### config.mk
export PLATFORM = sky130hd
export DESIGN_NAME = data_mem_arbiter
export DESIGN_NICKNAME = d
export VERILOG_FILES = /design/src/rtl/data_mem_arbiter.sv
export SDC_FILE = /design/constraint.sdc
export NUM_CORES = 1
export LEC_CHECK = 0
export CORE_MARGIN = 2
export CORE_UTILIZATION = 26
export DETAILED_ROUTE_END_ITERATION = 6
export PLACE_DENSITY = 0.84
export SYNTH_ARGS = -nofsm -noshare
export SYNTH_HDL_FRONTEND = slang
export SYNTH_SLANG_ARGS = --single-unit
### constraint.sdc
create_clock -name clk -period 1.75 [get_ports clk]
set_input_delay 0.2625 -clock clk [delete_from_list [all_inputs] [get_ports clk]]
set_output_delay 0.2625 -clock clk [all_outputs]
set_load 0.05 [all_outputs]
### src/rtl/data_mem_arbiter.sv
// -----------------------------------------------------------------------------
// data_mem_arbiter
//
// Shares the single-port data RAM between the Hack CPU and one DMA requester.
// The CPU owns the RAM by default. DMA gets a burst of up to BURST_LEN words
// when the CPU is not touching memory, or after DMA has waited MAX_WAIT cycles.
// While DMA owns the RAM, cpu_stall freezes the CPU. After every burst the CPU
// gets at least one cycle of ownership, so it always makes progress.
//
// Ports
//   clk         in   system clock, all state on posedge
//   reset       in   asynchronous, active-low reset
//   cpu_addr    in   CPU addressM
//   cpu_wdata   in   CPU outM
//   cpu_we      in   CPU writeM
//   cpu_mem_en  in   current CPU instruction reads or writes M
//   cpu_rdata   out  to CPU inM (= ram_rdata)
//   cpu_stall   out  CPU must hold all state this cycle
//   dma_req     in   DMA has a word to transfer this cycle
//   dma_addr    in   DMA address
//   dma_wdata   in   DMA write data
//   dma_we      in   DMA write (1) / read (0)
//   dma_gnt     out  word on dma_* accepted this cycle
//   dma_rvalid  out  dma_rdata valid (read accepted previous cycle)
//   dma_rdata   out  read data to DMA (= ram_rdata)
//   ram_addr    out  muxed RAM address
//   ram_wdata   out  muxed RAM write data
//   ram_we      out  muxed RAM write enable
//   ram_rdata   in   synchronous RAM read data, 1-cycle latency
// -----------------------------------------------------------------------------
module data_mem_arbiter #(
   parameter int ADDR_W    = 15,
   parameter int DATA_W    = 16,
   parameter int BURST_LEN = 8,
   parameter int MAX_WAIT  = 16
) (
   input  logic              clk,
   input  logic              reset,
   input  logic [ADDR_W-1:0] cpu_addr,
   input  logic [DATA_W-1:0] cpu_wdata,
   input  logic              cpu_we,
   input  logic              cpu_mem_en,
   output logic [DATA_W-1:0] cpu_rdata,
   output logic              cpu_stall,
   input  logic              dma_req,
   input  logic [ADDR_W-1:0] dma_addr,
   input  logic [DATA_W-1:0] dma_wdata,
   input  logic              dma_we,
   output logic              dma_gnt,
   output logic              dma_rvalid,
   output logic [DATA_W-1:0] dma_rdata,
   output logic [ADDR_W-1:0] ram_addr,
   output logic [DATA_W-1:0] ram_wdata,
   output logic              ram_we,
   input  logic [DATA_W-1:0] ram_rdata
);

   localparam int WAIT_W = $clog2(MAX_WAIT + 1);
   localparam int BEAT_W = (BURST_LEN > 1) ? $clog2(BURST_LEN) : 1;

   typedef enum logic {
      CPU_OWN = 1'b0,
      DMA_OWN = 1'b1
   } state_t;

   state_t            r_state;
   state_t            w_state_nxt;
   logic [WAIT_W-1:0] r_wait_cnt;
   logic [WAIT_W-1:0] w_wait_nxt;
   logic [BEAT_W-1:0] r_beat_cnt;
   logic [BEAT_W-1:0] w_beat_nxt;
   logic              r_dma_rvalid;
   logic              w_wait_full;
   logic              w_last_beat;

   assign w_wait_full = (r_wait_cnt == WAIT_W'(MAX_WAIT));
   assign w_last_beat = (r_beat_cnt == BEAT_W'(BURST_LEN - 1));

   // State register. An asynchronous reset abandons any burst and also kills
   // the rvalid of a read that was granted in the same cycle.
   // NOTE: sequential state uses non-blocking assignments so every flop samples
   // the pre-edge values, independent of statement order.
   always_ff @(posedge clk or negedge reset) begin
      if (!reset) begin
         r_state      <= CPU_OWN;
         r_wait_cnt   <= '0;
         r_beat_cnt   <= '0;
         r_dma_rvalid <= 1'b0;
      end else begin
         r_state      <= w_state_nxt;
         r_wait_cnt   <= w_wait_nxt;
         r_beat_cnt   <= w_beat_nxt;
         r_dma_rvalid <= dma_gnt && !dma_we;
      end
   end

   // Next-state and counter logic.
   // NOTE: every variable gets a default at the top of the block, so no path
   // leaves it unassigned and no latch is inferred.
   always_comb begin
      w_state_nxt = r_state;
      w_wait_nxt  = r_wait_cnt;
      w_beat_nxt  = r_beat_cnt;
      unique case (r_state)
         CPU_OWN: begin
            // Wait counter measures how long DMA has been kept out; it
            // saturates so the forced-grant condition stays true.
            if (!dma_req) begin
               w_wait_nxt = '0;
            end else if (!w_wait_full) begin
               w_wait_nxt = r_wait_cnt + WAIT_W'(1);
            end
            if (dma_req && (!cpu_mem_en || w_wait_full)) begin
               w_state_nxt = DMA_OWN;
            end
         end
         DMA_OWN: begin
            // Leaving after the last beat (rather than on the cycle after it)
            // is what hands the CPU at least one cycle between bursts.
            if (!dma_req || w_last_beat) begin
               w_state_nxt = CPU_OWN;
               w_beat_nxt  = '0;
               w_wait_nxt  = '0;
            end else begin
               w_beat_nxt  = r_beat_cnt + BEAT_W'(1);
            end
         end
         default: begin
            w_state_nxt = CPU_OWN;
         end
      endcase
   end

   // Output decode. Stall depends only on the registered state, so dma_req
   // never reaches cpu_stall combinationally.
   always_comb begin
      cpu_stall = 1'b0;
      dma_gnt   = 1'b0;
      ram_addr  = cpu_addr;
      ram_wdata = cpu_wdata;
      ram_we    = cpu_we && reset;
      if (r_state == DMA_OWN) begin
         cpu_stall = 1'b1;
         dma_gnt   = dma_req;
         ram_addr  = dma_addr;
         ram_wdata = dma_wdata;
         ram_we    = dma_we && dma_req;
      end
   end

   assign dma_rvalid = r_dma_rvalid;
   assign dma_rdata  = ram_rdata;
   assign cpu_rdata  = ram_rdata;

endmodule

==> results.toml, run 1 <==
[status]
outcome = "finished, final reports clean"

[place]
gp_congestion = 0.796
dp_cells = 248
pre_cts_slack_ns = 0.108
io_buffers = 102
dpl.hpwl_um = 2750
placed_cell_area_um2 = 2050

[critical_path]
crit_type = "reg -> out"
max_stage_delay_ns = 0.44
critPathBufInv = 2
r2r_setup_slack_ns = 0.26
crit_family = "flip-flops"
slowest_stage = "dfrtp_2"
crit_start = "r_state"
worstPathMaxFanout = 20
cp-start-kind = "flop"
end_kind = "output pin"
r2r_start = "r_wait_cnt[0]"
cp_data_arrival_time_ns = 1.41
critPathRequiredTime_ns = 1.49
path_cells = "buf_12 -> mux2_2 -> buf_4"

[sta]
fin_ws_ns = 0.0795
finalSetupViolCount = 0
maxSlewViolCount = 0
clock_skew_ns = 0.00549
relSlewSlack = 0.672
hold_viol_final = 0
period_share = 0.955
max_freq_mhz = 599
setup_tns_ns = 0
rsz0062_at_grt = "false"
worst_pin_slew_ns = 0.490
min_period_ns = 1.67

[clock_network]
h-tree-depth = 1
cts-hold-fix-buffers = 0
cts-root-buf = "clkbuf_8"
tritoncts = "yes"
cts_buffers = 3
clockBufferDepth = 2
clk_pin_slew_ns = 0.05
clkSinkCount = 10
ctsResizeCount = 0
clkLatencyLatePin_ns = 0.24

[floorplan]
start_util = 0.271
die-area_um2 = 5090
row_count = 24
die_w_um = 71.3
core_um2 = 4350
io_pins = 151
die_y_um = 71.3

[synth]
ys.flop_type = "dfrtp_1"
ys_ff_latch = 10
synthesis.area_um2 = 1180
synth_cell_types = 26
synth_fp_nets = 213
seq_area_frac_synth = 0.212
synthCells = 125
avgSynthCellArea_um2 = 9.43
async_reset_ff_frac = 1.00
synth_edf_count = 0
ys_warn_count = 0

[power]
p_int_uw = 822
p_per_area_nw_per_um2 = 661
swShare = 0.407
power_frac_clock = 0.183
leakagePower_nw = 0.890
ir_drop_mv = 0.234
comb_power_share = 0.600
power.switching_uw = 564
power.total_mw = 1.39
seqPwrFrac = 0.218

[routing]
drtAntennaViolNets = 0
routed_wl_um = 3190
drcViolationCount = 0
num_vias = 1149
wl_per_cell_um = 12.6
routed_via_density = 4.54
first_iter_violations = 33
dr.pass1.iters = 4

[global_routing]
gr-total-overflow = 0
grt_usage = 0.126
grt_first_pass_wirelength_um = 5230
first_global_vias = 1236
grt_max_degree = 21
antenna_found_initial = 0

[layout]
syn2layout_area_growth_pct = 78.0
final_cell_mix = "68 x clkdlybuf4s50_1, 36 x buf_4, 32 x mux2_2, 9 x dfrtp_1, 7 x inv_1"
drive_above_1_share = 0.408
stdcell_area_um2 = 2100
nets = 290
nFillCells = 391
instances_no_fill = 253
final_common_cell = "clkdlybuf4s50_1"
n_antenna_cell = 0

[job]
drv_cap = 0

[hold_path]
hold_class = "in -> async"
-- synth_stat cells (all sizes together), types with 2 or more instances --
library cell,number,area (um^2)
nand3,4,20.0
ha,4,50.1
o22ai,2,12.5
buf,37,265
inv,8,30.0
or2b,2,15.0
nor2,4,15.0
o21ai,2,10.0
dfrtp,10,250
o311ai,2,17.5
nand2,5,18.8
o311a,3,31.3
mux2,32,360
and2,2,13.8
-- path summary, 6_finish.rpt --
kind | endpoint | depth (start not counted)
min | r_wait_cnt[2] | 2
min in group clk | cpu_rdata[0] | 0
max | ram_wdata[2] | 3
min reg2reg | r_beat_cnt[1] | 2
max in group asynchronous | r_state | 2
max reg2reg | r_wait_cnt[0] | 5
-- kinds of logic (layout without fill, tap and decap cells) --
kind of cell,after synthesis,count (layout),share of synthesized area
multiplexers,32,32,0.306
XOR/XNOR,1,1,0.00743
AND/OR/NAND/NOR,22,22,0.106
AO/OA/AOI/OAI,11,11,0.0754
flip-flops,10,10,0.212
buffers and inverters,45,121,0.251
adder cells (fa/ha/maj),4,4,0.0425
-- routing by layer --
layer	vias up	share of wire	track usage	routed length, um
met5	-	0	0	0
met4	0	0.015	0.0545	49
met3	4	0.094	0.0338	298
met2	70	0.52	0.221	1660
met1	522	0.37	0.144	1180
li1	553	-	-	-
-- power by group through the flow --
stage / combinational, mW / clock [mW] / sequential (mW)
2_1_floorplan: 0.685 / 0 / 0.304
3_3_place_gp: 0.818 / 0 / 0.306
3_5_place_dp: 0.830 / 0 / 0.307
4_1_cts: 0.840 / 0.260 / 0.301
5_1_grt: 0.885 / 0.269 / 0.307
6_report: 0.831 / 0.253 / 0.302
-- sequential cells by signal, summed over array words and instances (netlist names) --
register / flops
dma_rvalid: 1
r_beat_cnt: 3
r_state: 1
r_wait_cnt: 5
-- cell type report --
cell class	instances	area [um^2]	share of cell area
inverters	8	33.8	0.0161
multi-input cells	70	652	0.311
clock buffers	4	45.0	0.0215
flip-flops and latches	10	251	0.120
repair buffers	109	1050	0.501
well taps	52	65.1	0.0310
-- per-stage QoR --
| step | hold slack [ns] | util |
|---|---|---|
| global route | 0.372 | 0.482 |
| global placement | 0.520 | 0.470 |
| finish | 0.356 | 0.482 |
| detailed placement | 0.525 | 0.470 |
| floorplan | -0.0331 | - |
| CTS | 0.356 | 0.482 |
-- worst register-to-register path, stage by stage, from the launching register on --
cell and delay, ns:
dfrtp_1 0.42, inv_1 0.10, ha_1 0.21, and4bb_4 0.23, or3_1 0.34, o311ai_1 0.09
-- timing repair --
action | in CTS | in global routing
endpoints found under the setup margin | 4 | 0
buffers inserted | 1 | 0
hold endpoints to repair | 0 | 0
Power figures use the tool's default switching activity.
==> inputs of run 2 (changes only) <==
SKIP_CTS_REPAIR_TIMING = 1   (was not set)
==> results.toml, run 2 (synthesized netlist as in run 1, its figures left out) <==
[layout]
nets = 291
final_common_cell = "clkdlybuf4s50_1"
syn2layout_area_growth_pct = 79.7
utilization = 0.486
nFillCells = 387
largest_register = "r_wait_cnt"
n_antenna_cell = 0
instances_no_fill = 254
drive_above_1_share = 0.411
final_cell_mix = "68 x clkdlybuf4s50_1, 36 x buf_4, 32 x mux2_2, 9 x dfrtp_1, 7 x inv_1"
largest_reg_flops = 5
reg_top3 = "r_wait_cnt (5), r_beat_cnt (3)"

[place]
dpl.hpwl_um = 2750
gp_congestion = 0.796
pre_cts_slack_ns = 0.108
io_buffers = 102
dp_cells = 248

[global_routing]
antenna_found_initial = 0
grt_max_degree = 21
grt_first_pass_wirelength_um = 5220
grt_usage = 0.126
gr-total-overflow = 0
first_global_vias = 1240

[routing]
num_vias = 1146
dr.pass1.iters = 4
drtAntennaViolNets = 0
routed_wl_um = 3210
drcViolationCount = 0
wl_per_cell_um = 12.6
first_iter_violations = 46
routed_via_density = 4.51

[sta]
clock_skew_ns = 0.00822
worst_pin_slew_ns = 0.490
fin_ws_ns = 0.0726
max_freq_mhz = 596
maxSlewViolCount = 0
rsz0062_at_grt = "false"
relSlewSlack = 0.672
holdWs_ns = 0.353
hold_viol_final = 0
finalSetupViolCount = 0
period_share = 0.959
min_period_ns = 1.68

[power]
comb_power_share = 0.603
power.total_mw = 1.39
power_frac_clock = 0.180
leakagePower_nw = 0.899
p_int_uw = 830
swShare = 0.405
seqPwrFrac = 0.217
power.switching_uw = 565
ir_drop_mv = 0.238
p_per_area_nw_per_um2 = 658

[critical_path]
worstPathMaxFanout = 5
max_stage_delay_ns = 0.46
cp-start-kind = "flop"
cp_data_arrival_time_ns = 1.41
critPathMostFrequentCell = "buf_12"
critPathRequiredTime_ns = 1.49
slowest_stage = "dfrtp_2"
path_cells = "buf_12 -> nand2_1 -> clkinvlp_4 -> o2bb2ai_4 -> buf_12"
end_kind = "output pin"
r2r_start = "r_wait_cnt[0]"
crit_start = "r_state"
crit_type = "reg -> out"

[clock_network]
clockBufferDepth = 2
clk_pin_slew_ns = 0.05
cts_buffers = 3
cts-root-buf = "clkbuf_8"
h-tree-depth = 1
clkLatencyLatePin_ns = 0.24
clkSinkCount = 10
tritoncts = "yes"

[job]
drv_cap = 0

[floorplan]
io_pins = 151
die_w_um = 71.3
start_util = 0.271
row_count = 24
die-area_um2 = 5090
core_um2 = 4350
die_y_um = 71.3

[status]
outcome = "finished, final reports clean"

[hold_path]
hold_class = "in -> async"
[run 2: worst max-delay path, delay by kind of cell (launching register included)]
family,cells,cell delay [ns]
buf+inv,3,0.46
flops,1,0.46
simple gates,1,0.11
compound gates,1,0.15
[run 2: per-layer routing]
layer | vias to the layer above | routed length (um) | global-route usage | share of wire
met5 | - | 0 | 0 | 0
met4 | 0 | 49 | 0.0545 | 0.015
met3 | 4 | 289 | 0.0338 | 0.090
met2 | 69 | 1690 | 0.221 | 0.53
met1 | 519 | 1180 | 0.143 | 0.37
li1 | 554 | - | - | -
[run 2: path summary, 6_finish.rpt]
path | end | slack, ns | depth (start not counted)
max | ram_we | 0.07 | 5
min | r_wait_cnt[2] | 0.35 | 2
max reg2reg | r_wait_cnt[0] | 0.24 | 5
min reg2reg | r_beat_cnt[1] | 0.54 | 2
max in group asynchronous | r_state | 1.24 | 2
min in group clk | cpu_rdata[0] | 0.53 | 0
[run 2: layout make-up]
type	instances	area [um^2]	area share
clock buffers	4	45.0	0.0213
inverters	8	33.8	0.0159
multi-input cells	70	652	0.308
flip-flops and latches	10	251	0.119
well taps	52	65.1	0.0307
repair buffers	110	1070	0.506
[run 2: power by group through the flow]
stage | Clock, mW | Sequential (mW) | Combinational (mW)
after floorplan | 0 | 0.304 | 0.685
after global placement | 0 | 0.306 | 0.818
after detailed placement | 0 | 0.307 | 0.830
after CTS | 0.260 | 0.304 | 0.834
after global routing | 0.269 | 0.308 | 0.895
final | 0.251 | 0.303 | 0.841
[run 2: stage by stage]
stage | setup TNS [ns] | instance area (um^2)
finish | 0 | 2120
global placement | 0 | 2050
CTS | -0.0269 | 2090
detailed placement | 0 | 2050
global route | 0 | 2120
floorplan | 0 | 1200
